--- config.mk ---
export PLATFORM = sky130hd
export DESIGN_NAME = spi_slave_core
export DESIGN_NICKNAME = d
export VERILOG_FILES = /design/src/rtl/spi_slave_core.sv
export SDC_FILE = /design/constraint.sdc
export NUM_CORES = 1
export LEC_CHECK = 0
export BUFFER_PORTS_ARGS = -buffer_cell sky130_fd_sc_hd__buf_4
export CORE_ASPECT_RATIO = 0.7
export CORE_UTILIZATION = 54
export DETAILED_ROUTE_END_ITERATION = 16
export HOLD_SLACK_MARGIN = 0.08
export PLACE_DENSITY = 0.91
export SETUP_SLACK_MARGIN = 0.02
export SLEW_MARGIN = 20
export SYNTH_ARGS = -nofsm -noshare
export SYNTH_HDL_FRONTEND = slang
export SYNTH_SLANG_ARGS = --single-unit
export TNS_END_PERCENT = 1
--- constraint.sdc ---
create_clock -name clk -period 4.2 [get_ports clk]
set_input_delay 0 -clock clk [delete_from_list [all_inputs] [get_ports clk]]
set_output_delay 0 -clock clk [all_outputs]
set_load 0.01 [all_outputs]
--- src/rtl/spi_slave_core.sv ---
// SPI responder (slave) with an MMIO register slot: RX data, TX buffer, ctrl, status.
// Latency: 3 clk from any SPI pin to its action (2-FF sync + edge register); register writes act on the next clk.
// Backpressure: none; an unread RX byte is overwritten by the next one and flagged in ovr.
//
// Ports: clk, reset (async, active low); cs/read/write/addr/wr_data/rd_data MMIO slot;
//        spi_sclk/spi_mosi/spi_ss_n from the master; spi_miso/spi_miso_oe back to it;
//        irq only when SPI_SLV_IRQ_EN is defined.
// rd_data = {20'b0, busy, ovr, tx_empty, rx_valid, rx_data}, independent of addr.
// Writes: addr 0 clears rx_valid/ovr, addr 1 loads tx_data, addr 2 loads ctrl {irq_en, cpha, cpol}.
module spi_slave_core #(
  parameter int W = 8
) (
  input  logic        clk,
  input  logic        reset,
  input  logic        cs,
  input  logic        read,
  input  logic        write,
  input  logic [4:0]  addr,
  input  logic [31:0] wr_data,
  output logic [31:0] rd_data,
  input  logic        spi_sclk,
  input  logic        spi_mosi,
  input  logic        spi_ss_n,
  output logic        spi_miso,
  output logic        spi_miso_oe
`ifdef SPI_SLV_IRQ_EN
  ,
  output logic        irq
`endif
);

  localparam int CW = $clog2(W);
  localparam logic [CW-1:0] LAST_BIT = CW'(W - 1);

  typedef enum logic {IDLE, XFER} state_t;
  state_t state, state_nxt;

  logic sclk_q1, sclk_q2, sclk_prev;
  logic mosi_q1, mosi_q2;
  logic ss_q1, ss_q2, ss_prev;

  logic          cpol, cpha;
  logic [W-1:0]  tx_data, tx_shift, rx_shift, rx_data;
  logic          tx_empty, rx_valid, ovr;
  logic [CW-1:0] bit_cnt;
  logic          byte_done;   // cpha=0: 8th sample seen, next trailing edge reloads
  logic          first_lead;  // cpha=1: first leading edge of a byte does not shift

  // Reads carry no side effects, so read strobe and upper address bits are not needed.
  logic unused_bits;
  assign unused_bits = ^{read, addr[4:2], wr_data[31:W]};

  wire wr_clr  = cs & write & (addr[1:0] == 2'b00);
  wire wr_tx   = cs & write & (addr[1:0] == 2'b01);
  wire wr_ctrl = cs & write & (addr[1:0] == 2'b10);

  // Pin synchronizers plus previous-value registers for edge detection.
  always_ff @(posedge clk or negedge reset) begin
    if (!reset) begin
      {sclk_q1, sclk_q2, sclk_prev} <= 3'b000;
      {mosi_q1, mosi_q2}            <= 2'b00;
      {ss_q1, ss_q2, ss_prev}       <= 3'b111;
    end else begin
      sclk_q1   <= spi_sclk;
      sclk_q2   <= sclk_q1;
      sclk_prev <= sclk_q2;
      mosi_q1   <= spi_mosi;
      mosi_q2   <= mosi_q1;
      ss_q1     <= spi_ss_n;
      ss_q2     <= ss_q1;
      ss_prev   <= ss_q2;
    end
  end

  wire ss_fall = ss_prev & ~ss_q2;
  wire ss_rise = ~ss_prev & ss_q2;

  always_ff @(posedge clk or negedge reset) begin
    if (!reset) state <= IDLE;
    else        state <= state_nxt;
  end

  always_comb begin
    state_nxt = state;
    case (state)
      IDLE: if (ss_fall) state_nxt = XFER;
      XFER: if (ss_rise) state_nxt = IDLE;
      default: state_nxt = IDLE;
    endcase
  end

  // Clock edges only count while staying selected; an edge coinciding with
  // deselection belongs to a discarded byte.
  wire enter  = (state == IDLE) && (state_nxt == XFER);
  wire active = (state == XFER) && (state_nxt == XFER);
  wire edge_d = sclk_q2 ^ sclk_prev;
  wire lead   = active & edge_d & (sclk_q2 != cpol);
  wire trail  = active & edge_d & (sclk_q2 == cpol);

  wire sample   = cpha ? trail : lead;
  wire last     = sample && (bit_cnt == LAST_BIT);
  wire reload   = enter || (cpha ? last : (trail & byte_done));
  wire do_shift = cpha ? (lead & ~first_lead) : (trail & ~byte_done);
  wire [W-1:0] rx_next = {rx_shift[W-2:0], mosi_q2};

  always_ff @(posedge clk or negedge reset) begin
    if (!reset) begin
      cpol       <= 1'b0;
      cpha       <= 1'b0;
      tx_data    <= '0;
      tx_shift   <= '1;
      tx_empty   <= 1'b1;
      rx_shift   <= '0;
      rx_data    <= '0;
      rx_valid   <= 1'b0;
      ovr        <= 1'b0;
      bit_cnt    <= '0;
      byte_done  <= 1'b0;
      first_lead <= 1'b1;
    end else begin
      if (wr_ctrl) begin
        cpol <= wr_data[0];
        cpha <= wr_data[1];
      end

      // Reload consumes the old buffer; a same-cycle CPU write refills it.
      if (reload)        tx_shift <= tx_empty ? '1 : tx_data;
      else if (do_shift) tx_shift <= {tx_shift[W-2:0], 1'b0};

      if (wr_tx) begin
        tx_data  <= wr_data[W-1:0];
        tx_empty <= 1'b0;
      end else if (reload) begin
        tx_empty <= 1'b1;
      end

      if (sample) rx_shift <= rx_next;

      // A completing byte beats a same-cycle clear and then does not flag overrun.
      if (last) begin
        rx_data  <= rx_next;
        rx_valid <= 1'b1;
      end else if (wr_clr) begin
        rx_valid <= 1'b0;
      end

      if (last && rx_valid && !wr_clr) ovr <= 1'b1;
      else if (wr_clr)                 ovr <= 1'b0;

      if (!active)     bit_cnt <= '0;
      else if (sample) bit_cnt <= last ? '0 : bit_cnt + 1'b1;

      if (!active || reload) byte_done <= 1'b0;
      else if (last && !cpha) byte_done <= 1'b1;

      if (!active || reload) first_lead <= 1'b1;
      else if (lead)         first_lead <= 1'b0;
    end
  end

  wire busy = (state == XFER);

  assign spi_miso    = busy ? tx_shift[W-1] : 1'b1;
  assign spi_miso_oe = busy;
  assign rd_data     = {{(32-W-4){1'b0}}, busy, ovr, tx_empty, rx_valid, rx_data};

`ifdef SPI_SLV_IRQ_EN
  logic irq_en;
  always_ff @(posedge clk or negedge reset) begin
    if (!reset) begin
      irq_en <= 1'b0;
      irq    <= 1'b0;
    end else begin
      if (wr_ctrl) irq_en <= wr_data[2];
      irq <= irq_en & (rx_valid | ovr);
    end
  end
`endif

endmodule

* After elaboration in Yosys (flattened, before gate mapping)
Index checks and enable logic that the tools add are counted.
** Word-level totals
- Logic and storage cells :: 86
- Register bits after elaboration :: 50
- Output and inout port bits :: 34
** Cells by class
- Bitwise logic cells :: 18
- Equal/unequal tests :: 6
- Reductions and logical operators :: 18
- Add/sub/neg operators :: 1
- Muxes and demuxes :: 22
** Operator list (count)
- $mux 8 :: 3
- $mux 1 :: 15
- $and 1x1->1 :: 12
- $reduce_bool 2->1 :: 6
- $mux 3 :: 3
- $logic_and 1x1->1 :: 6
- $not 1->1 :: 5
- $add 3x1->3 const B :: 1
- $eq 3x3->1 const B :: 1
- $logic_not 1->1 :: 3
- $eq 2x1->1 const B :: 1
- $eq 2x2->1 const B :: 1
- $logic_not 2->1 :: 1
- $logic_or 1x1->1 :: 2
- $ne 2x1->1 const B :: 1
- $pmux 1 s2 :: 1
- $eq 1x1->1 :: 1
- $ne 1x1->1 :: 1
- $xor 1x1->1 :: 1

* Depth between registers and ports, before layout
Gate-level depths: netlist of run 1.
- Depth after elaboration :: 13
- Gate-level depth with buffers :: 7
- Mapped depth without buffers :: 6

* Worst setup path after synthesis of run 1
OpenSTA, ideal clock, no wires.
- Kind :: flip-flop to flip-flop
- From :: register ss_prev
- To :: register rx_shift[0]
- Arrival :: 1.684 ns
- Cell stages (with the launch flop) :: 7
- Setup slack :: 2.389 ns
- Cell sequence :: dfstp_2 -> nand2b_1 -> and2_0 -> buf_1 -> and2_1 -> buf_4 -> mux2_1
** On the way
- Cells in the longest elaborated chain, start to end :: 8
- Elaborated cells between the ends (all ways) :: 11
** RTL lines
- start: declaration :: RTL line 40 : logic ss_q1, ss_q2, ss_prev;
- start signal: assignment :: RTL line 71 : ss_prev <= ss_q2;
- $not 1->1 :: RTL line 76 : wire ss_rise = ~ss_prev & ss_q2;
- $and 1x1->1 :: RTL line 76
- $mux 1 :: RTL line 87 : XFER: if (ss_rise) state_nxt = IDLE;
- $pmux 1 s2 * :: RTL line 85 : case (state)
- $logic_and 1x1->1 * :: RTL line 95 : wire active = (state == XFER) && (state_nxt == XFER);
- $and 1x1->1 * :: RTL line 97, 98
- $and 1x1->1, on equally long branches :: RTL line 97, 98
- $mux 1 * :: RTL line 100 : wire sample = cpha ? trail : lead;
- end signal: assignment :: RTL line 137 : if (sample) rx_shift <= rx_next;
- end: declaration :: RTL line 43 : logic [W-1:0] tx_data, tx_shift, rx_shift, rx_data;
Every way passes the cells marked *; elsewhere a longest branch is shown, timed or not.
A chain may end at the register's enable or synchronous reset.

* Worst setup path in the final report of run 1
- From :: register ss_prev
- To :: register rx_shift[5]
Same word-level chain as after synthesis.

==> results of run 1 <==
## per-stage QoR
step | utilization | worst slack (ns) | hold WS (ns) | std cells | total power [W]
after detailed placement | 0.618 | 2.12 | 0.0433 | 262 | 0.000906
after floorplan | - | 2.39 | -0.296 | 211 | 0.000850
final | 0.685 | 2.02 | 0.131 | 286 | 0.00127
after global placement | 0.618 | 2.16 | 0.0442 | 262 | 0.000893
after global routing | 0.685 | 1.91 | 0.153 | 286 | 0.00132
after CTS | 0.685 | 2.08 | 0.110 | 286 | 0.00125
## layout make-up
| type | count | area [µm²] |
|---|---|---|
| fill | 266 | 1270 |
| sequential | 50 | 1270 |
| tap | 52 | 65.1 |
| timing repair buffer | 46 | 385 |
| clock buffer | 6 | 72.6 |
| clock inverter | 2 | 38.8 |
| multi-input combinational | 126 | 926 |
| inverter | 4 | 15.0 |
## cells in the mapped netlist (2+ instances only)
library cell	n
o21ai_0	3
a211oi_1	7
buf_4	25
nor3_1	10
ha_1	2
mux2_1	7
buf_2	2
clkbuf_1	2
and3b_1	2
nand3_1	2
dfrtp_1	37
mux2_2	19
o2111ai_2	3
nand2_1	7
nand2b_1	6
buf_1	2
nand4_1	7
dfstp_2	13
nor2_1	5
inv_1	4
o31ai_1	7
## state kept, by name (all words and copies together), names as in the netlist, 3 cells and up
register and flops:
tx_data 8, rx_shift 7, tx_shift 8, bit_cnt 3, rx_data 8
## worst register-to-register path, stage by stage (launching register included)
cell and delay, ns:
dfstp_2 0.54, nand2b_1 0.27, and2_0 0.38, and2_1 0.49
mux2_1 0.38
## logic make-up after synthesis
group | Yosys count
AOI/OAI and AO/OA | 27
xor gates and xnor gates | 1
adders and majority gates | 2
buffers and inverters | 35
DFF | 50
muxes | 27
other | 1
and+or+nand+nor | 49
## how the worst max path moves through the flow
stage / start / end / slack [ns] / cells past startpoint
finish: ss_prev / rx_shift[5] / 2.02 / 4
global route: ss_prev / rx_shift[5] / 1.91 / 4
CTS: ss_prev / rx_shift[5] / 2.08 / 4
detailed placement: ss_prev / rx_shift[2] / 2.12 / 4
global placement: ss_prev / rx_shift[2] / 2.16 / 4
floorplan: ss_prev / rx_shift[0] / 2.39 / 6
## per-layer routing
| metal | part of all wire | routed length, µm | up-vias |
|---|---|---|---|
| li1 | - | - | 733 |
| met2 | 0.50 | 2570 | 80 |
| met4 | 0.024 | 122 | 0 |
| met3 | 0.073 | 374 | 13 |
| met5 | 0 | 0 | - |
| met1 | 0.40 | 2070 | 817 |
## power by group
part           total (W)  internal, W  switching (W)  leakage (nW)
combinational   0.000234     0.000122       0.000112         0.595
sequential      0.000690     0.000610      0.0000804         0.609
clock           0.000341     0.000179       0.000162        0.0554
## layout by cell type, fill, tap and decap left out, types with 2 or more instances in the layout
master / count
a211oi_1: 7
and3b_1: 2
buf_4: 30
clkbuf_8: 5
conb_1: 20
dfrtp_1: 37
dfstp_2: 13
dlygate4sd3_1: 16
ha_1: 2
inv_1: 4
mux2_1: 7
mux2_2: 19
nand2_1: 7
nand2b_1: 6
nand3_1: 2
nand4_1: 7
nor2_1: 5
nor3_1: 10
o2111ai_2: 3
o21ai_0: 3
o31ai_1: 7
## what timing repair did
action,in CTS,in global routing
setup buffers,0,0
hold buffers,16,0
endpoints found under the hold margin,55,0
==> impl_metrics.yaml, run 1 <==
synth:
  synth_edf_count: 0
  synth.distinct_cells: 41
  synth_area_leaders: "dfrtp_1 (39%), dfstp_2 (15%), mux2_2 (9.1%)"
  synth-simple-area-share: 0.119
  yosysTopAreaCellShare: 0.394
  synth-xor-area-share: 0.00373
  synth.yosys.seq_area_share: 0.539
  synth_mux_area_frac: 0.130
  synth_top_family_by_area: "multiplexers"
  synth_compound_area_frac: 0.0980
  syn_area_per_cell_um2: 12.2
  synth_ff_type: "dfrtp_1"
  yosysTopAreaCell: "dfrtp_1"
  yosysWarningCount: 0
  syn_inst: 192
  synthArstFlopShare: 1.00
  synthAdderAreaFrac: 0.0106
  synth_seq_cells: 50
  synth_area_um2: 2350
clock_tree:
  clock_latency_ns: 0.31
  root_buffer: "clkbuf_8"
  cts_resized: 0
  tritoncts: "built"
  clockBufferDepth: 2
  cts_sinks: 50
  cts_buffers: 5
  cts.clk_slew.worst_paths_ns: 0.09
  h-tree-depth: 2
layout:
  syn2layout_area_growth_pct: 17.9
  antenna_cells: 0
  nets: 280
  fin_area_um2: 2770
  drive_above_1_share: 0.329
drt:
  viasPerCell: 5.74
  drtIter0Drc: 157
  antenna_left: 0
  routedWlPerCell_um: 18.0
  dr.pass1.iters: 4
  vias: 1643
  drc: 0
  routed_wirelength_um: 5140
critical_path:
  r2r_setup_slack_ns: 2.02
  r2r-start: "ss_prev"
  path_buf_inv: 0
  worst_ep_required_time_ns: 4.39
  cp_slowest_cell: "dfstp_2"
  crit_arrival_ns: 2.37
  end_kind: "flop"
  cp_top_family: "simple AND/OR/NAND/NOR gates"
  start_kind: "flop"
  reg2regPathDepth: 4
  max_stage_delay_ns: 0.54
  rr_endpoint: "rx_shift[5]"
  crit_fanout: 10
  criticalPathCategory: "flop to flop"
  path_cells: "nand2b_1 > and2_0 > and2_1 > mux2_1"
global_routing:
  grt_pass1_vias: 1636
  grt_max_degree: 51
  use_met2: 0.399
  grt_use_met1: 0.320
  antenna_found_initial: 0
  top_usage_layer: "met2"
  grtUsageMet3: 0.0720
  groute.usage.overall: 0.251
  gr-total-overflow: 0
  grt_pass1_wl_um: 8290
hold_path:
  worst_hold_path_type: "input port to flop"
  hold_depth: 4
  hold_end: "rx_valid"
  hold_start: "cs"
placement:
  numPortBuffers: 30
  placed_area_um2: 2500
  place.gp.congestion: 0.837
  place_hpwl_um: 2890
sta:
  max_freq_mhz: 459
  slew_headroom: 0.599
  tightest_slew_ns: 0.602
  rsz0062_at_grt: "false"
  hold_violations: 0
  maxSlewViolCount: 0
  finalCriticalPeriod_ns: 2.18
  finalClockSkew_ns: 0.00566
  setup_viol: 0
  fin_tns_setup_ns: 0
  timing.final.crit_share: 0.519
die:
  die-area_um2: 4620
  initial_core_util: 0.581
  die_w_um: 80.8
  core_um2: 4040
  std_cell_rows: 19
  die-height_um: 57.2
  io_pins: 79
pwr:
  peakVddDrop_uv: 365
  power_density_nw_per_um2: 457
  p_leak_nw: 1.26
run:
  drv_cap: 0
outcome:
  outcome: "finished clean"
No activity file was read; power rests on OpenSTA's default activity.
==> run 2: changes to the inputs <==
- ABC_AREA: default -> 1
- CORE_UTILIZATION: 54 -> 50
- PLACE_DENSITY: 0.91 -> 0.85
- clock period: 4.2 -> 2.12 ns (I/O delays scaled with it)
==> impl_metrics.yaml, run 2 <==
clock_tree:
  cts_sinks: 50
  cts_resized: 0
  clockBufferDepth: 2
  post-cts-setup-buffers: 0
  cts_buffers: 5
  holdBufCountCts: 16
  cts.clk_slew.worst_paths_ns: 0.09
  clock_latency_ns: 0.31
  h-tree-depth: 2
  root_buffer: "clkbuf_8"
  tritoncts: "built"
synth:
  synth_seq_cells: 50
  synth.yosys.seq_area_share: 0.518
  synth_area_um2: 2450
  yosysWarningCount: 0
  yosysTopAreaCell: "dfrtp_1"
  synth_most_common_cell: "nand2_1"
  syn_inst: 250
  yosys-top-cells-count: "nand2_1 (50), dfrtp_1 (37), inv_1 (29)"
  synth_area_leaders: "dfrtp_1 (38%), dfstp_2 (14%), nand2_1 (7.7%)"
  synth_ff_type: "dfrtp_1"
  yosysTopAreaCellShare: 0.378
  synth.distinct_cells: 30
  syn_area_per_cell_um2: 9.79
  synthArstFlopShare: 1.00
  synth_edf_count: 0
pwr:
  combPwrFrac: 0.233
  power.internal_w: 0.00173
  peakVddDrop_uv: 495
  switchingPower_w: 0.000788
  p_leak_nw: 1.45
  seqPwrFrac: 0.534
  power.share.switching: 0.313
  power_density_nw_per_um2: 886
  p_clk_frac: 0.233
critical_path:
  criticalPathCategory: "flop to flop"
  rr_endpoint: "rx_data[0]"
  r2r-start: "ss_prev"
  worst_ep_required_time_ns: 2.33
  end_kind: "flop"
  crit_arrival_ns: 2.00
  reg2regPathDepth: 11
  crit_fanout: 20
  start_kind: "flop"
  r2r_setup_slack_ns: 0.33
sta:
  slew_headroom: 0.596
  finalCriticalPeriod_ns: 1.79
  tightest_slew_ns: 0.607
  fin_tns_setup_ns: 0
  max_freq_mhz: 559
  rsz0062_at_grt: "false"
  maxSlewViolCount: 0
  timing.final.crit_share: 0.844
  timing.hold.ws_ns: 0.169
  finalClockSkew_ns: 0.00934
  hold_violations: 0
  fin_ws_ns: 0.330
  setup_viol: 0
drt:
  drc: 0
  vias: 1686
  routed_wirelength_um: 4180
  antenna_left: 0
  drtIter0Drc: 110
  dr.pass1.iters: 4
  viasPerCell: 4.68
  routedWlPerCell_um: 11.6
die:
  core_um2: 4530
  die-area_um2: 5190
  die-height_um: 60.6
  std_cell_rows: 20
  initial_core_util: 0.541
  io_pins: 79
  die_w_um: 85.6
global_routing:
  grt_pass1_wl_um: 7350
  antenna_found_initial: 0
  grt_pass1_vias: 1613
  grt_max_degree: 51
  gr-total-overflow: 0
  groute.usage.overall: 0.188
run:
  drv_cap: 0
layout:
  nets: 340
  drive_above_1_share: 0.296
  utilization: 0.627
  final_cell_mix: "nand2_1 (50), dfrtp_1 (37), buf_4 (30)"
  syn2layout_area_growth_pct: 16.0
  antenna_cells: 0
  nFillCells: 374
  reg.largest.list: "rx_data x8, tx_data x8, tx_shift x8"
  fin_area_um2: 2840
  final_common_cell: "nand2_1"
placement:
  place_hpwl_um: 2930
  dpl_worst_slack_ns: 0.341
  place.gp.congestion: 0.841
  placed_area_um2: 2580
  numPortBuffers: 30
hold_path:
  worst_hold_path_type: "input port to flop"
  hold_end: "cpol"
  hold_depth: 5
  hold_start: "write"
outcome:
  outcome: "finished clean"
-- run 2: changes by cell type after synthesis, moves of 7 or more --
cell,delta
mux2_2,-13
a211oi_1,-7
nand2_1,+43
mux2_1,-7
nand2_2,+8
o21ai_1,+8
inv_1,+25
nand3_1,+12
nor3_1,-9
o21ai_2,+7
-- run 2: per-layer routing --
metal / GRT usage / wire length [µm] / up-vias
li1: - / - / 838
met1: 0.251 / 1950 / 793
met2: 0.318 / 1960 / 48
met3: 0.0340 / 190 / 7
met4: 0.0714 / 74 / 0
met5: 0 / 0 / -
-- run 2: critical path, cell delays in order, from the launching register on --
cell     delay, ns
dfstp_2       0.54
inv_2         0.04
nand2_1       0.06
nand2_2       0.10
nor2_8        0.19
nand2_2       0.08
nand2_2       0.08
nand2_4       0.16
nor2_8        0.17
inv_4         0.11
nand2_1       0.11
o21ai_2       0.06
-- run 2: per-stage QoR --
| stage | instances | power (W) |
|---|---|---|
| floorplan | 269 | 0.00182 |
| CTS | 360 | 0.00253 |
| global placement | 336 | 0.00188 |
| global route | 360 | 0.00268 |
| detailed placement | 336 | 0.00192 |
| finish | 360 | 0.00252 |
-- run 2: cell families (layout without fill, tap and decap cells) --
family | Yosys count | count (layout) | synth area share
adder cells (fa/ha/maj) | 2 | 2 | 0.0102
flip-flops | 50 | 50 | 0.518
AND/OR/NAND/NOR | 101 | 101 | 0.215
multiplexers | 6 | 6 | 0.0276
AO/OA/AOI/OAI | 27 | 27 | 0.0685
buffers and inverters | 62 | 87 | 0.153
other | 1 | 20 | 0.00153
XOR/XNOR | 1 | 1 | 0.00664
-- run 2: worst max-delay path by stage --
stage                 start         end  slack [ns]  cells after the start
detailed placement  ss_prev  rx_data[0]        0.34                     11
finish              ss_prev  rx_data[0]        0.33                     11
global placement    sclk_q2    rx_valid        0.41                      8
floorplan           ss_prev  rx_data[6]        0.54                     12
CTS                 ss_prev  rx_data[0]        0.32                     11
global route        ss_prev  rx_data[0]        0.19                     11
-- run 2: power by group through the flow --
stage | Clock, W | Combinational, W | Sequential, W
2_1_floorplan | 0 | 0.000500 | 0.00132
3_3_place_gp | 0 | 0.000533 | 0.00135
3_5_place_dp | 0 | 0.000563 | 0.00136
4_1_cts | 0.000593 | 0.000591 | 0.00134
5_1_grt | 0.000633 | 0.000678 | 0.00137
6_report | 0.000587 | 0.000585 | 0.00134
-- run 2: area by class of cell --
| type | count | area (µm²) | area share |
|---|---|---|---|
| Clock buffer | 6 | 82.6 | 0.0291 |
| Multi-Input combinational cell | 157 | 878 | 0.309 |
| Timing Repair Buffer | 46 | 385 | 0.136 |
| Inverter | 33 | 126 | 0.0445 |
| Tap cell | 66 | 82.6 | 0.0291 |
| Sequential cell | 50 | 1270 | 0.446 |
| Clock inverter | 2 | 17.5 | 0.00617 |
==> run 3: changes to the inputs <==
- ABC_AREA: 1 -> 0
- clock period: 2.12 -> 1.8 ns (I/O delays scaled with it)
==> impl_metrics.yaml, run 3 (synthesis results as in run 1) <==
global_routing:
  grt_max_degree: 51
  grt_pass1_vias: 1597
  antenna_found_initial: 0
  gr-total-overflow: 0
  groute.usage.overall: 0.207
  grt_pass1_wl_um: 7790
clock_tree:
  clock_latency_ns: 0.31
  tritoncts: "built"
  clockBufferDepth: 2
  cts_buffers: 5
  h-tree-depth: 2
  cts.clk_slew.worst_paths_ns: 0.09
  cts_sinks: 50
  root_buffer: "clkbuf_8"
critical_path:
  path_buf_inv: 1
  max_stage_delay_ns: 0.40
  r2r_setup_slack_ns: -0.003
  criticalPathCategory: "flop to flop"
  rr_endpoint: "tx_shift[1]"
  reg2regPathDepth: 7
  start_kind: "flop"
  crit_arrival_ns: 2.00
  crit_fanout: 7
  cp_top_family: "compound AO/OA/AOI/OAI gates"
  cp_slowest_cell: "dfrtp_1"
  path_cells: "ha_2 > ha_4 > mux2_4 > o2111ai_4 > buf_6 > a211oi_1 > o31ai_1"
  end_kind: "flop"
  r2r-start: "bit_cnt[1]"
  worst_ep_required_time_ns: 2.00
sta:
  hold_violations: 0
  timing.final.crit_share: 1.00
  slew_headroom: 0.601
  finalClockSkew_ns: 0.00678
  fin_ws_ns: -0.00292
  fin_tns_setup_ns: -0.00292
  tightest_slew_ns: 0.599
  finalCriticalPeriod_ns: 1.80
  setup_viol: 1
  max_freq_mhz: 555
  rsz0062_at_grt: "true"
  maxSlewViolCount: 0
die:
  core_um2: 4430
  die_w_um: 83.9
  die-area_um2: 4980
  io_pins: 79
  die-height_um: 59.4
  initial_core_util: 0.531
  std_cell_rows: 20
pwr:
  p_clk_frac: 0.234
  seqPwrFrac: 0.547
  p_total_w: 0.00291
  combPwrFrac: 0.220
  switchingPower_w: 0.000838
  peakVddDrop_uv: 723
  power.internal_w: 0.00207
  p_leak_nw: 1.31
  power_density_nw_per_um2: 998
  power.share.switching: 0.288
placement:
  numPortBuffers: 30
  place_hpwl_um: 3120
  place.gp.congestion: 0.838
layout:
  final_cell_mix: "buf_4 (43), dfrtp_1 (37), conb_1 (20)"
  syn2layout_area_growth_pct: 23.9
  final_common_cell: "buf_4"
  nFillCells: 318
  antenna_cells: 0
  drive_above_1_share: 0.389
  reg.largest.list: "rx_data x8, tx_data x8, tx_shift x8"
  nets: 293
run:
  drv_cap: 0
drt:
  vias: 1678
  dr.pass1.iters: 10
  routedWlPerCell_um: 15.7
  drtIter0Drc: 148
  routed_wirelength_um: 4730
  viasPerCell: 5.56
  antenna_left: 0
  drc: 8
hold_path:
  hold_end: "ovr"
  hold_start: "write"
  hold_depth: 4
  worst_hold_path_type: "input port to flop"
outcome:
  outcome: "finished with violations"
  violations: "design-rule violations, negative setup slack"
run 3: cell count changes in the layout (fill, tap and decap cells not counted), sizes merged, moves of 3 or more:
cell     delta
buf        +15
o21ai      -20
o2111ai     +3
nand4       -3
inv        -29
nor2        -8
a211oi      +7
nand2b      +6
nand3      -13
nand2      -53
o31ai       +6
nor3        +9
mux2       +20
run 3: how the worst max path moves through the flow:
stage,start,to,slack (ns),cells after the start
after global placement,bit_cnt[0],tx_shift[6],0.05,7
after global routing,bit_cnt[0],tx_shift[1],-0.07,7
final,bit_cnt[1],tx_shift[1],-0.003,7
after floorplan,bit_cnt[0],first_lead,0.07,6
after detailed placement,bit_cnt[0],tx_shift[3],0.02,7
after CTS,cpol,rx_data[7],0.03,5
run 3: timing repair:
item,CTS,global route
buffers inserted,2,1
hold endpoints to repair,52,0
cloned,0,0
pin swaps,1,1
hold buffers,14,0
endpoints found under the setup margin,6,16
resized for setup,2,7
run 3: metal layers:
layer	up-vias	track usage	share of wire
li1	759	-	-
met1	833	0.272	0.45
met2	76	0.347	0.47
met3	10	0.0585	0.067
met4	0	0.0542	0.015
met5	-	0	0
run 3: metrics by stage:
stage / std cells / worst slack, ns / hold WS, ns / util / cell area, µm²
after global routing: 302 / -0.0677 / 0.123 / 0.657 / 2910
final: 302 / -0.00292 / 0.0805 / 0.657 / 2910
after global placement: 277 / 0.0519 / 0.0470 / 0.588 / 2610
after floorplan: 211 / 0.0695 / -0.296 / - / 2420
after CTS: 301 / 0.0337 / 0.0819 / 0.646 / 2860
after detailed placement: 277 / 0.0185 / 0.0491 / 0.588 / 2610
run 3: power by group through the flow:
stage               logic (W)  clock network [W]  registers [W]
global placement     0.000544                  0        0.00158
CTS                  0.000618           0.000678        0.00158
detailed placement   0.000579                  0        0.00160
finish               0.000639           0.000679        0.00159
floorplan            0.000439                  0        0.00154
global route         0.000697           0.000738        0.00162
run 3: final cells by class:
class	count	area, µm²	area share
sequential	50	1270	0.435
multi-input combinational	126	971	0.333
timing repair buffer	59	494	0.170
clock buffer	6	82.6	0.0284
tap	55	68.8	0.0236
inverter	4	15.0	0.00516
clock inverter	2	12.5	0.00430
run 3: worst min-delay path, cell delays in order:
cell	delay (ns)
buf_4	0.11
nand2_1	0.07
nor3_1	0.07
nor2_1	0.10
